$ cat config.mk
export PLATFORM = sky130hd
export DESIGN_NAME = instruction_fetch
export DESIGN_NICKNAME = d
export VERILOG_FILES = /design/src/rtl/core_pkg.sv /design/src/rtl/fetch_skid_fifo.sv /design/src/rtl/instruction_fetch.sv
export SDC_FILE = /design/constraint.sdc
export NUM_CORES = 1
export LEC_CHECK = 0
export ABC_AREA = 1
export CAP_MARGIN = 25
export CORE_MARGIN = 2
export CORE_UTILIZATION = 54
export CTS_CLUSTER_SIZE = 12
export DETAILED_ROUTE_END_ITERATION = 10
export GPL_TIMING_DRIVEN = 0
export PLACE_DENSITY = 0.81
export RECOVER_POWER = 100
export SYNTH_ARGS = -nofsm -noshare
export SYNTH_HDL_FRONTEND = slang
export SYNTH_HIERARCHICAL = 1
export SYNTH_SLANG_ARGS = --single-unit
$ cat constraint.sdc
create_clock -name clk -period 5.7 [get_ports clk]
set_input_delay 0.855 -clock clk [delete_from_list [all_inputs] [get_ports clk]]
set_output_delay 0.855 -clock clk [all_outputs]
set_load 0.05 [all_outputs]
$ cat src/rtl/core_pkg.sv
// Shared core-wide constants and the fetch packet type.
package core_pkg;

  localparam int unsigned XLEN = 32;
  localparam int unsigned INST_BYTES = 4;
  localparam logic [XLEN-1:0] RESET_PC_DEFAULT = 32'h0000_0000;

  typedef struct packed {
    logic [XLEN-1:0] pc;
    logic [XLEN-1:0] inst;
  } fetch_pkt_t;

endpackage

$ cat src/rtl/fetch_skid_fifo.sv
// Two-entry FIFO of fetch packets; entry 0 is always the head. Flush beats push.
module fetch_skid_fifo
  import core_pkg::*;
(
  input  logic       clk,
  input  logic       rst,
  input  logic       push,
  input  fetch_pkt_t push_pkt,
  input  logic       pop,
  input  logic       flush,
  output fetch_pkt_t head,
  output logic [1:0] occ
);

  fetch_pkt_t ent0_q, ent0_d, ent1_q, ent1_d;
  logic [1:0] occ_q, occ_d;

  // Next-state for entries and occupancy; entries shift toward the head on pop.
  always_comb begin
    ent0_d = ent0_q;
    ent1_d = ent1_q;
    occ_d  = occ_q;
    if (flush) begin
      occ_d = 2'd0;
    end else begin
      case ({push, pop})
        2'b10: begin
          if (occ_q == 2'd0) begin
            ent0_d = push_pkt;
            occ_d  = 2'd1;
          end else if (occ_q == 2'd1) begin
            ent1_d = push_pkt;
            occ_d  = 2'd2;
          end
        end
        2'b01: begin
          if (occ_q != 2'd0) begin
            ent0_d = ent1_q;
            occ_d  = occ_q - 2'd1;
          end
        end
        2'b11: begin
          // Occupancy is unchanged unless the FIFO was empty (pop then is a no-op).
          if (occ_q == 2'd2) begin
            ent0_d = ent1_q;
            ent1_d = push_pkt;
          end else begin
            ent0_d = push_pkt;
            occ_d  = 2'd1;
          end
        end
        default: ;
      endcase
    end
  end

  // State register with asynchronous reset.
  always_ff @(posedge clk or posedge rst) begin
    if (rst) begin
      ent0_q <= '0;
      ent1_q <= '0;
      occ_q  <= 2'd0;
    end else begin
      ent0_q <= ent0_d;
      ent1_q <= ent1_d;
      occ_q  <= occ_d;
    end
  end

  assign head = ent0_q;
  assign occ  = occ_q;

endmodule

$ cat src/rtl/instruction_fetch.sv
// Fetch initiator: drives the sync-read ROM address, absorbs its 1-cycle latency and
// presents {pc, inst} to decode over valid/ready, with redirect flush.
module instruction_fetch
  import core_pkg::*;
#(
  parameter logic [XLEN-1:0] RESET_PC = RESET_PC_DEFAULT
) (
  input  logic            clk,
  input  logic            rst,
  output logic [XLEN-1:0] imem_addr,
  input  logic [XLEN-1:0] imem_inst,
  input  logic            redirect_valid,
  input  logic [XLEN-1:0] redirect_pc,
  output logic            out_valid,
  input  logic            out_ready,
  output logic [XLEN-1:0] out_pc,
  output logic [XLEN-1:0] out_inst
);

  logic [XLEN-1:0] addr_q, addr_d;
  logic [XLEN-1:0] inflight_pc_q, inflight_pc_d;
  logic            inflight_q, inflight_d;
  logic [1:0]      occ;
  logic            pop, issue;
  logic [2:0]      demand, limit;
  fetch_pkt_t      head, push_pkt;
  logic            unused_redirect_lsbs;

  assign unused_redirect_lsbs = ^redirect_pc[1:0];

  assign out_valid = (occ != 2'd0) && !redirect_valid;
  assign pop       = out_valid && out_ready;

  // Issue only if the FIFO can absorb everything already owed to it plus this request.
  assign demand = {1'b0, occ} + {2'b00, inflight_q};
  assign limit  = 3'd1 + {2'b00, pop};
  assign issue  = !redirect_valid && (demand <= limit);

  assign push_pkt = '{pc: inflight_pc_q, inst: imem_inst};

  fetch_skid_fifo u_fifo (
    .clk      (clk),
    .rst      (rst),
    .push     (inflight_q),
    .push_pkt (push_pkt),
    .pop      (pop),
    .flush    (redirect_valid),
    .head     (head),
    .occ      (occ)
  );

  // Next fetch address and in-flight tracking; redirect overrides issue.
  always_comb begin
    addr_d        = addr_q;
    inflight_d    = 1'b0;
    inflight_pc_d = inflight_pc_q;
    if (redirect_valid) begin
      addr_d = {redirect_pc[XLEN-1:2], 2'b00};
    end else if (issue) begin
      inflight_d    = 1'b1;
      inflight_pc_d = addr_q;
      addr_d        = addr_q + XLEN'(INST_BYTES);
    end
  end

  // Fetch state registers with asynchronous reset.
  always_ff @(posedge clk or posedge rst) begin
    if (rst) begin
      addr_q        <= RESET_PC;
      inflight_q    <= 1'b0;
      inflight_pc_q <= '0;
    end else begin
      addr_q        <= addr_d;
      inflight_q    <= inflight_d;
      inflight_pc_q <= inflight_pc_d;
    end
  end

  assign imem_addr = addr_q;
  assign out_pc    = head.pc;
  assign out_inst  = head.inst;

endmodule

==> results of run 1 <==
-- cell usage after synthesis (8+ instances only) --
master and n:
clkbuf_1 18, xor2_1 8, inv_1 74, nor2_1 36, buf_2 34, nor2_4 8, nand3_1 219, nand2_1 608
dfrtp_1 191, ha_1 16, o21ai_0 45, buf_6 12, buf_4 8
-- per-stage QoR --
| stage | utilization (%) | area [sq um] | cells |
|---|---|---|---|
| 4_1_cts | 69.23 | 12440 | 1749 |
| 6_report | 68.55 | 12310 | 1749 |
| 2_1_floorplan | - | 9938 | 1326 |
| 3_3_place_gp | 65.84 | 11830 | 1715 |
| 5_1_grt | 68.55 | 12310 | 1749 |
| 3_5_place_dp | 66.13 | 11880 | 1717 |
-- placed cells by master, fill, tap and decap left out, drive strengths merged --
master         synthesis  layout
nand2                613     613
nand3                221     221
dfrtp                191     191
dlygate4sd3            0      97
inv                   78      77
clkdlybuf4s50          0      63
clkbuf                19      61
o21ai                 49      49
nor2                  49      49
buf                   54      35
ha                    16      16
xor2                   8       8
o211ai                 7       7
conb                   1       6
clkinv                 0       6
xnor2                  5       5
clkinvlp               0       4
and2                   3       3
bufinv                 0       2
a21oi                  2       2
o21a                   1       1
or2                    1       1
fa                     1       1
nor3                   1       1
nand3b                 1       1
-- state kept, by name (all words and copies together), names as in the netlist --
signal,count
inflight_q,1
inflight_pc_q,30
u_fifo/occ,2
u_fifo/ent1_q,64
imem_addr,30
u_fifo/head,64
-- logic make-up after synthesis --
family,after synthesis
adder cells (fa/ha/maj),17
AND/OR/NAND/NOR,889
XOR/XNOR,13
buffers and inverters,151
flip-flops,191
other,1
AO/OA/AOI/OAI,59
-- worst min-delay path by stage --
stage	from	endpoint	slack, ns	cells after the start
4_1_cts	u_fifo/ent1_q[46]	u_fifo/ent1_q[46]	0.48	2
3_3_place_gp	u_fifo/ent1_q[8]	u_fifo/ent1_q[8]	0.45	2
2_1_floorplan	u_fifo/ent1_q[0]	u_fifo/ent1_q[0]	0.44	2
5_1_grt	u_fifo/ent1_q[42]	u_fifo/ent1_q[42]	0.49	2
3_5_place_dp	u_fifo/ent1_q[46]	u_fifo/ent1_q[46]	0.46	2
6_report	u_fifo/head[41]	u_fifo/head[41]	0.47	2
-- per-layer routing --
metal	vias to the layer above	routed length, um
met2	419	12550
met4	0	528
li1	4542	-
met3	42	2131
met1	4408	11580
met5	-	0
-- area by class of cell --
| type | instances | area, sq um | area share (%) |
|---|---|---|---|
| plain buffers | 73 | 364.1 | 2.957 |
| clock buffers | 21 | 440.4 | 3.577 |
| clock inverters | 11 | 116.4 | 0.9450 |
| inverters | 78 | 294.0 | 2.388 |
| multi-input cells | 984 | 4399 | 35.73 |
| flip-flops and latches | 191 | 4780 | 38.82 |
| well taps | 229 | 286.5 | 2.327 |
| repair buffers | 162 | 1633 | 13.26 |
-- worst register-to-register path, stage by stage (launching register included) --
cell and delay [ns]:
dfrtp_1 0.46, nor2_1 0.07, nor2_1 0.12, nand2_1 0.11, inv_1 0.21, inv_1 0.12, ha_1 0.21, inv_1 0.07
nor2_1 0.06, nor3_1 1.02, clkbuf_1 0.46, nand2_1 0.12, nand2_1 0.08
-- power breakdown --
part | internal (mW) | total [mW] | switching [mW]
combinational | 1.08 | 3.67 | 2.59
clock | 0.643 | 1.15 | 0.509
sequential | 1.97 | 2.48 | 0.505
total | 3.69 | 7.30 | 3.61
==> flow_metrics.py, run 1 <==
metrics = {
    "global_routing": {
        "antenna_found_initial": 0,
        "grt_pass1_wl_um": 43170,
        "grt_util_met1_pct": 38.58,
        "track_usage_pct": 27.46,
        "grt_max_degree": 83,
        "top_usage_layer": "met2",
        "met2_usage_pct": 43.94,
        "grt_overflow": 0,
        "grt_pass1_vias": 8639,
        "globalRouteMet3Util_pct": 4.474,
    },
    "routing": {
        "wl_per_cell_um": 15.32,
        "ant_nets": 0,
        "vias": 9411,
        "viasPerCell": 5.381,
        "drc": 0,
        "drtPass1Iterations": 8,
        "drt_iter0_markers": 839,
        "finalWirelength_um": 26800,
    },
    "sta": {
        "post-route-min-period_ns": 4.012,
        "setup_ws_ns": 1.688,
        "drv_slew": 91,
        "fin_setup_tns_ns": 0,
        "min_period_over_period_pct": 70.39,
        "fin_skew_ns": 0.006059,
        "fmax_mhz": 249.2,
        "slew_headroom_pct": -54.50,
        "setup_viol": 0,
        "rsz0062_at_grt": "false",
        "hold_viol": 0,
        "timing.hold.ws_ns": 0.4709,
        "worstMarginPinSlew_ns": 2.305,
    },
    "place": {
        "numPortBuffers": 160,
        "dp_slack_ns": 1.773,
        "routabilityCongestion": 0.9171,
        "dp_hpwl_um": 19330,
    },
    "synthesis": {
        "synth_top_family_by_area": "simple AND/OR/NAND/NOR gates",
        "synth_compound_area_share_pct": 3.292,
        "ys_seq_area_share_pct": 48.18,
        "synth_cell_types": 31,
        "synth_xor_area_share_pct": 1.148,
        "syn-instance-count": 1321,
        "muxShareOfSynthArea_pct": 0,
        "ys_seq_elements": 191,
        "synthAdderAreaFrac_pct": 2.220,
        "syn_area_per_cell_sq_um": 7.509,
        "synth_area_sq_um": 9920,
        "ys_top_cells_by_area": "dfrtp_1 48%, nand2_1 23%, nand3_1 11%, inv_1 2.8%, o21ai_0 2.3%",
        "synth_edf_count": 0,
        "yosysWarnings": 6,
        "synth_top_area_share_pct": 48.18,
        "yosysTopAreaCell": "dfrtp_1",
        "synthArstFlopShare_pct": 100.0,
        "ys.flop_type": "dfrtp_1",
        "synthSimpleGateAreaFrac_pct": 37.75,
    },
    "floorplanning": {
        "die_width_um": 139.5,
        "die-area_sq_um": 19470,
        "io_pins": 165,
        "initial_utilization_pct": 55.22,
        "row_count": 49,
        "die_h_um": 139.5,
        "core_area_sq_um": 17960,
    },
    "setup_path": {
        "rr_startpoint": "u_fifo/occ[1]",
        "crit_family": "buffers and inverters",
        "cpPeakStageDelay_ns": 1.02,
        "endpoint_kind": "flip-flop",
        "cp_cell_sequence": "dlygate4sd3_1 -> clkbuf_1 -> nor2_1 -> nand2_1 -> inv_1 -> inv_1 -> ha_1 -> inv_1 -> nor2_1 -> nor3_1 -> clkbuf_1 -> nand2_1 -> nand2_1",
        "crit_start": "redirect_valid",
        "crit_buf_inv": 6,
        "slowest_stage": "nor3_1",
        "crit_cells": 13,
        "arrival_ns": 4.38,
        "r2r-end": "u_fifo/head[19]",
        "crit_required_ns": 6.07,
        "critPathCapture": "u_fifo/head[19]",
        "worstPathMaxFanout": 10,
        "rr_worst_depth": 12,
        "start_kind": "primary input",
        "ff2ff_setup_slack_ns": 2.51,
        "worstSetupPathType": "in -> reg",
    },
    "cts": {
        "post_cts_buffers": 0,
        "h-tree-depth": 4,
        "cts_tree": "built",
        "cts_resized": 0,
        "cts_made_buffers": 17,
        "clockBufferDepth": 2,
        "clk_pin_slew_ns": 0.07,
        "insertion_delay_ns": 0.43,
        "postCtsHoldBufs": 0,
        "cts-root-buf": "clkbuf_16",
        "cts.sinks": 191,
    },
    "outcome": {
        "status": "finished, violations left",
        "failed_checks": "max-capacitance violations, max-slew violations",
    },
    "power": {
        "cellPowerDensity_nw_per_um2": 593.0,
        "p_leak_nw": 6.470,
        "p_total_mw": 7.301,
        "peakVddDrop_mv": 0.4192,
    },
    "cells_and_area": {
        "nets": 1592,
        "area_growth_pct": 24.13,
        "antennaDiodeCount": 0,
        "drive_gt1_share_pct": 5.658,
        "fillers": 1543,
    },
    "min_path": {
        "hp-class": "reg -> reg",
    },
    "job": {
        "max_cap_violations": 2,
    },
}
Note: power is estimated with default switching activity, not from simulation.
==> run 2, diff against run 1 <==
==> constraint.sdc (replaced) <==
create_clock -name clk -period 4 [get_ports clk]
set_input_delay 0.6 -clock clk [delete_from_list [all_inputs] [get_ports clk]]
set_output_delay 0.6 -clock clk [all_outputs]
set_load 0.05 [all_outputs]
==> flow_metrics.py, run 2 (synthesis gave the netlist of run 1 again) <==
metrics = {
    "floorplanning": {
        "io_pins": 165,
        "die_width_um": 139.5,
        "row_count": 49,
        "die_h_um": 139.5,
        "die-area_sq_um": 19470,
        "core_area_sq_um": 17960,
        "initial_utilization_pct": 55.22,
    },
    "routing": {
        "vias": 9453,
        "drc": 0,
        "ant_nets": 0,
        "drtPass1Iterations": 7,
        "wl_per_cell_um": 15.37,
        "viasPerCell": 5.402,
        "finalWirelength_um": 26900,
        "drt_iter0_markers": 794,
    },
    "power": {
        "p_total_mw": 10.52,
        "p_leak_nw": 6.545,
        "peakVddDrop_mv": 0.5953,
        "cellPowerDensity_nw_per_um2": 845.9,
    },
    "cells_and_area": {
        "fin_util_pct": 69.24,
        "final_common_cell": "nand2_1",
        "antennaDiodeCount": 0,
        "area_growth_pct": 25.39,
        "drive_gt1_share_pct": 6.903,
        "fin_cells": 1750,
        "final_cell_mix": "609 x nand2_1, 220 x nand3_1, 191 x dfrtp_1",
        "nets": 1594,
    },
    "setup_path": {
        "worstSetupPathType": "in -> reg",
        "start_kind": "primary input",
        "endpoint_kind": "flip-flop",
        "worstPathMaxFanout": 10,
        "arrival_ns": 3.80,
        "crit_required_ns": 4.37,
    },
    "cts": {
        "postCtsHoldBufs": 0,
        "h-tree-depth": 4,
        "clk_pin_slew_ns": 0.07,
        "cts_tree": "built",
        "cts_made_buffers": 17,
        "cts-root-buf": "clkbuf_16",
        "insertion_delay_ns": 0.44,
        "cts_resized": 0,
        "cts.sinks": 191,
        "post_cts_buffers": 0,
        "clockBufferDepth": 2,
    },
    "place": {
        "dp_slack_ns": 0.4148,
        "dp_hpwl_um": 19490,
        "dp_cells": 1719,
        "routabilityCongestion": 0.9231,
        "numPortBuffers": 160,
    },
    "sta": {
        "setup_viol": 0,
        "min_period_over_period_pct": 85.67,
        "fin_setup_tns_ns": 0,
        "fin_skew_ns": 0.007666,
        "setup_ws_ns": 0.5732,
        "slew_headroom_pct": -38.78,
        "worstMarginPinSlew_ns": 2.082,
        "hold_viol": 0,
        "fmax_mhz": 291.8,
        "drv_slew": 38,
        "post-route-min-period_ns": 3.427,
        "rsz0062_at_grt": "false",
    },
    "global_routing": {
        "grt_pass1_wl_um": 44100,
        "grt_overflow": 0,
        "grt_pass1_vias": 8882,
        "antenna_found_initial": 0,
        "grt_max_degree": 44,
        "track_usage_pct": 28.02,
    },
    "min_path": {
        "hp-class": "reg -> reg",
    },
    "outcome": {
        "failed_checks": "max-capacitance violations, max-slew violations",
        "status": "finished, violations left",
    },
    "job": {
        "max_cap_violations": 1,
    },
}
==> run 2: critical path, stage by stage <==
cell and delay (ns):
dlygate4sd3_1 0.70, clkbuf_1 0.28, nor2_1 0.11, nand2_1 0.10
inv_1 0.14, fa_1 0.54, inv_2 0.04, nand2_1 0.04
o21ai_0 0.12, a21oi_1 0.45, clkbuf_1 0.43, nand3_1 0.15
nand3_1 0.10
==> run 2: cell type report <==
| class | instances | area, sq um |
|---|---|---|
| buffer | 73 | 429.2 |
| clock buffer | 20 | 446.7 |
| clock inverter | 11 | 133.9 |
| fill | 1467 | 5525 |
| inverter | 78 | 294.0 |
| multi-input combinational | 984 | 4403 |
| sequential | 191 | 4780 |
| tap | 229 | 286.5 |
| timing repair buffer | 164 | 1665 |
==> run 2: final timing paths <==
check / end / slack [ns] / startpoint / depth (start not counted)
min in group asynchronous: u_fifo/head[41] / 0.81 / rst / 2
hold / removal: u_fifo/ent1_q[15] / 0.47 / u_fifo/ent1_q[15] / 2
max in group asynchronous: u_fifo/head[51] / 0.80 / rst / 3
setup reg to reg: imem_addr[18] / 1.13 / u_fifo/occ[1] / 13
setup / recovery: imem_addr[16] / 0.57 / redirect_valid / 13
hold reg to reg: u_fifo/ent1_q[15] / 0.47 / u_fifo/ent1_q[15] / 2
==> run 2: power by group <==
| part | leakage (nW) | internal [mW] | total (mW) | switching [mW] |
|---|---|---|---|---|
| clock | 0.269 | 0.940 | 1.68 | 0.744 |
| sequential | 2.41 | 2.81 | 3.51 | 0.704 |
| combinational | 3.86 | 1.61 | 5.33 | 3.72 |
| total | 6.55 | 5.35 | 10.5 | 5.17 |
==> run 2: metal layers <==
layer | vias up | GRT usage, % | wire length, um
li1 | 4531 | - | -
met1 | 4477 | 38.87 | 11530
met2 | 390 | 44.32 | 12620
met3 | 55 | 5.850 | 2099
met4 | 0 | 9.526 | 650
met5 | - | 0 | 0
==> run 2: stage by stage <==
stage | hold slack [ns] | area, sq um
after floorplan | 0.4425 | 9942
after global routing | 0.4889 | 12440
after detailed placement | 0.4588 | 11910
final | 0.4714 | 12440
after CTS | 0.4749 | 12490
after global placement | 0.4537 | 11830
